`src/rtl/clk_div_sched.sv`:
```
// ---------------------------------------------------------------------------
// clk_div_sched
//
// Ratio scheduler for the programmable clock divider. Several requesters can
// ask for a new divide ratio; one is picked round-robin, its ratio is held
// while the scheduler waits, and the ratio is handed to the divider only on
// the last cycle of a divider period. Because of this, the divided clock never
// sees a shortened or lengthened period.
//
// Parameters:
//   NREQ      number of requesters (2..8)
//   W         ratio width, same as the divider div_n input
//   RESET_DIV ratio driven after reset (0 = divider passes the clock through)
//
// Ports:
//   clk        system clock, shared with the divider
//   rst_n      asynchronous active-low reset
//   req        per-requester level request
//   req_div    requested ratios, requester i on bits [i*W +: W]
//   gnt        one-cycle acknowledge, one-hot or zero
//   div_n_out  ratio currently applied to the divider
//   div_load   one-cycle strobe that comes with each div_n_out update
//   wrap       current cycle is the last cycle of a divider period
//   busy       a ratio is latched and waiting for a period boundary
// ---------------------------------------------------------------------------
module clk_div_sched #(
    parameter int           NREQ      = 4,
    parameter int           W         = 32,
    parameter logic [W-1:0] RESET_DIV = '0
) (
    input  logic              clk,
    input  logic              rst_n,
    input  logic [NREQ-1:0]   req,
    input  logic [NREQ*W-1:0] req_div,
    output logic [NREQ-1:0]   gnt,
    output logic [W-1:0]      div_n_out,
    output logic              div_load,
    output logic              wrap,
    output logic              busy
);

    localparam int SW = (NREQ > 1) ? $clog2(NREQ) : 1;

    typedef enum logic {
        IDLE,
        PEND
    } state_t;

    state_t          state_q;
    logic [W-1:0]    cnt_q;
    logic [W-1:0]    div_q;
    logic [W-1:0]    pendDiv_q;
    logic [SW-1:0]   rr_q;
    logic [SW-1:0]   sel_q;
    logic [NREQ-1:0] gnt_q;
    logic            load_q;

    logic [NREQ-1:0] eligible;
    logic            winFound_d;
    logic [SW-1:0]   winIdx_d;
    logic [W-1:0]    winDiv_d;
    logic [SW-1:0]   rrNext_d;
    logic [SW:0]     scanSum;
    logic [SW-1:0]   scanIdx;
    logic            wrapNow;
    logic [W-1:0]    reqDivArr [NREQ];

    // Unpack the flat ratio bus so the winner's ratio can be picked by index.
    for (genvar g = 0; g < NREQ; g++) begin : gUnpack
        assign reqDivArr[g] = req_div[g*W +: W];
    end

    // The counter mirrors the divider, so its last count marks a period boundary.
    assign wrapNow = (cnt_q == div_q);

    // Round-robin search starting at rr_q. The requester granted this cycle is
    // masked: it still holds req high while it samples its grant.
    always_comb begin
        eligible   = req & ~gnt_q;
        winFound_d = 1'b0;
        winIdx_d   = '0;
        winDiv_d   = '0;
        scanSum    = '0;
        scanIdx    = '0;
        for (int k = 0; k < NREQ; k++) begin
            scanSum = {1'b0, rr_q} + (SW+1)'(k);
            if (scanSum >= (SW+1)'(NREQ)) begin
                scanSum = scanSum - (SW+1)'(NREQ);
            end
            scanIdx = scanSum[SW-1:0];
            if (!winFound_d && eligible[scanIdx]) begin
                winFound_d = 1'b1;
                winIdx_d   = scanIdx;
                winDiv_d   = reqDivArr[scanIdx];
            end
        end
        rrNext_d = (winIdx_d == SW'(NREQ-1)) ? '0 : winIdx_d + SW'(1);
    end

    // Scheduler FSM. The period counter runs in both states. A latched ratio
    // is committed only on a wrap cycle, and the counter restarts at 0 on the
    // same edge as the divider reload.
    always_ff @(posedge clk or negedge rst_n) begin
        if (!rst_n) begin
            state_q   <= IDLE;
            cnt_q     <= '0;
            div_q     <= RESET_DIV;
            pendDiv_q <= '0;
            rr_q      <= '0;
            sel_q     <= '0;
            gnt_q     <= '0;
            load_q    <= 1'b0;
        end else begin
            gnt_q  <= '0;
            load_q <= 1'b0;
            cnt_q  <= wrapNow ? '0 : cnt_q + W'(1);
            case (state_q)
                IDLE: begin
                    if (winFound_d) begin
                        sel_q     <= winIdx_d;
                        pendDiv_q <= winDiv_d;
                        rr_q      <= rrNext_d;
                        state_q   <= PEND;
                    end
                end
                PEND: begin
                    if (wrapNow) begin
                        div_q        <= pendDiv_q;
                        gnt_q[sel_q] <= 1'b1;
                        load_q       <= 1'b1;
                        state_q      <= IDLE;
                    end
                end
                default: state_q <= IDLE;
            endcase
        end
    end

    assign gnt       = gnt_q;
    assign div_n_out = div_q;
    assign div_load  = load_q;
    assign wrap      = wrapNow;
    assign busy      = (state_q == PEND);

endmodule

```
`config.mk`:
```
export PLATFORM = sky130hd
export DESIGN_NAME = clk_div_sched
export DESIGN_NICKNAME = d
export VERILOG_FILES = /design/src/rtl/clk_div_sched.sv
export SDC_FILE = /design/constraint.sdc
export NUM_CORES = 1
export LEC_CHECK = 0
export BUFFER_PORTS_ARGS = -buffer_cell sky130_fd_sc_hd__buf_2
export CORE_UTILIZATION = 57
export DETAILED_ROUTE_END_ITERATION = 12
export PLACE_DENSITY_LB_ADDON = 0.15
export SLEW_MARGIN = 20
export SYNTH_ARGS = -nofsm -noshare
export SYNTH_HDL_FRONTEND = slang
export SYNTH_SLANG_ARGS = --single-unit
```
`constraint.sdc`:
```
create_clock -name clk -period 2.5 [get_ports clk]
set_input_delay 0 -clock clk [delete_from_list [all_inputs] [get_ports clk]]
set_output_delay 0 -clock clk [all_outputs]
set_load 0.01 [all_outputs]
```
==> results.toml <==
[status]
status = "complete, but fails checks"
violations = "DRC"

[drt]
vias = 7436
first_pass_iters = 12
post_drt_wl_per_cell_microns = 21.7
drc = 7
drt-initial-drc-count = 671
vias_per_cell = 6.89
drt_wl_total_microns = 23400
antenna_left = 0

[clock_tree]
tritoncts = "built"
numCtsBuffers = 9
root_buffer = "clkbuf_16"
htree_levels = 3
clk_pin_slew_ns = 0.07
cts_buffer_depth = 2
clock-sinks = 106
cts.repair.resized = 0
clk_latency_ns = 0.35

[logic_synthesis]
ys_seq_area_share_pct = 30.5
syn_inst = 738
synth_edf_count = 0
netlist_area_sq_um = 8680
synth.distinct_cells = 53
ys_ff_latch = 106
synth.avg_cell_area_sq_um = 11.8
yosys_warnings = 0
synthFlopType = "dfrtp_1"
synthArstFlopShare_pct = 100
synth_fp_nets = 873

[timing]
finalSetupTns_ns = 0
setup_viol = 0
hold_viol_final = 0
post-route-min-period_ns = 2.40
clock.fmax_ghz = 0.417
slew_violations = 0
slew_headroom_pct = 44.5
final.period_utilization_pct = 95.9
fin_skew_ns = 0.00733
tightest_slew_ns = 0.833
rsz0062_at_grt = "no"

[floorplanning]
io_pins = 173
start_util_pct = 59.1
dieArea_sq_um = 15700
die_width_microns = 125
fp.coreArea_sq_um = 14700
num_rows = 44
die_height_microns = 125

[global_route]
grt_antenna_before_repair = 0
grt_usage_pct = 30.1
grt_pass1_vias = 7124
grt_pass1_wl_microns = 37300
grt_max_degree = 97
grt.overflow.total = 0

[finish]
num-nets-final = 1026
final_common_cell = "buf_2"
area_growth_pct = 16.7
diodes = 0
drive_gt1_share_pct = 38.1
mostFrequentLayoutCells = "171 x buf_2, 104 x dfrtp_1, 97 x mux4_2, 70 x nor2_1, 64 x mux2i_1"

[setup_path]
crit_chain = "nor2b_1 > mux4_2 > a222oi_1 > a31oi_1"
startpoint = "gnt[3]"
cpMaxStageDelayCell = "mux4_2"
worst-setup-path-type = "register to register"
critPathLaunchType = "register"
arrival_ns = 2.66
path_buf_inv = 0
cp-end-kind = "register"
r2r-start = "gnt[3]"
critPathMaxFanout = 32
cp_top_family = "multiplexers"
slowest_delay_ns = 0.92
worstPathRequired_ns = 2.76

[place]
place.gp.congestion = 0.882
dpl.hpwl_microns = 17000
port_buffers = 172

[power_and_ir_drop]
vdd.ir_drop.worst_mv = 0.544
power_density_nw_per_um2 = 947
finalPower_uw = 9600
leakagePower_uw = 0.00442

[min_path]
hold_class = "input port to async pin"

[flow_run]
max-cap-violations = 0
[cell type report]
class                           count  area (sq um)
Inverter                            4          16.3
Clock buffer                       11           243
Multi-Input combinational cell    564          5680
Tap cell                          184           230
Clock inverter                      5           108
Sequential cell                   106          2660
Timing Repair Buffer              206          1200
Fill cell                        1112          4560
[per-stage QoR]
| stage | worst slack (ns) | hold WS (ns) | utilization (%) | area (sq um) | instances |
|---|---|---|---|---|---|
| global route | 0.0675 | 0.0882 | 68.9 | 10100 | 1080 |
| detailed placement | 0.195 | -0.0942 | 66.5 | 9770 | 1063 |
| global placement | 0.216 | -0.0982 | 66.5 | 9770 | 1063 |
| finish | 0.102 | 0.0756 | 68.9 | 10100 | 1080 |
| CTS | 0.168 | 0.0735 | 68.9 | 10100 | 1080 |
| floorplan | 0.464 | -0.296 | - | 8680 | 738 |
[synth_stat cells, types with 13 or more instances]
| cell type | count | area [sq um] |
|---|---|---|
| mux2_1 | 28 | 315 |
| xor2_1 | 52 | 455 |
| mux4_2 | 97 | 2180 |
| buf_2 | 23 | 115 |
| mux2i_1 | 64 | 641 |
| nor2_1 | 70 | 263 |
| a222oi_1 | 32 | 320 |
| o22ai_1 | 33 | 206 |
| nand2b_1 | 36 | 225 |
| dfrtp_1 | 106 | 2650 |
| nand2_1 | 16 | 60.1 |
| nand3_1 | 13 | 65.1 |
| a31oi_1 | 32 | 200 |
| clkbuf_1 | 25 | 93.8 |
[power by group]
| part | internal [uW] | switching, uW |
|---|---|---|
| Combinational | 2840 | 2660 |
| Clock | 1010 | 633 |
| Sequential | 2070 | 383 |
[cell families (layout without fill, tap and decap cells)]
family | after synthesis | in the layout | share of synthesized area (%)
fa+ha+maj | 1 | 1 | 0.144
simple gates | 187 | 187 | 11.6
flops | 106 | 106 | 30.5
buf+inv | 68 | 226 | 4.12
mux | 193 | 193 | 36.7
compound gates | 121 | 121 | 10.7
xor+xnor | 62 | 62 | 6.25
[worst paths after layout]
kind                                  to  slack, ns  depth (start not counted)
setup reg to reg           pendDiv_q[22]       0.10                          4
hold reg to reg            div_n_out[14]       0.50                          1
max in group asynchronous  pendDiv_q[15]       1.72                          3
setup / recovery           pendDiv_q[22]       0.10                          4
hold / removal                  cnt_q[1]       0.08                          2
min in group clk           pendDiv_q[15]       0.22                          4
[repair_timing]
item	4_1_cts	5_1_grt
endpoints found under the hold margin	106	0
setup buffers	0	0
hold buffers	1	0
[state kept, by name, indices dropped and copies added (netlist names), named ones only]
register,flops
busy,1
cnt_q,32
div_load,1
div_n_out,32
gnt,4
pendDiv_q,32
rr_q,1
sel_q,2
[routing by layer]
layer  track usage [%]  up-vias  part of all wire (%)
met2              49.3      421                    49
met5                 0        -                     0
li1                  -     3251                     -
met1              42.0     3740                    42
met4              8.61        0                   1.2
met3              4.19       24                   8.0
[worst reg2reg max path: cells and delay by family, from the launching register on]
kind	cells	cell delay, ns
DFF	1	0.42
and+or+nand+nor	1	0.47
muxes	1	0.92
AOI/OAI and AO/OA	2	0.51
No activity file was read; power rests on OpenSTA's default activity.
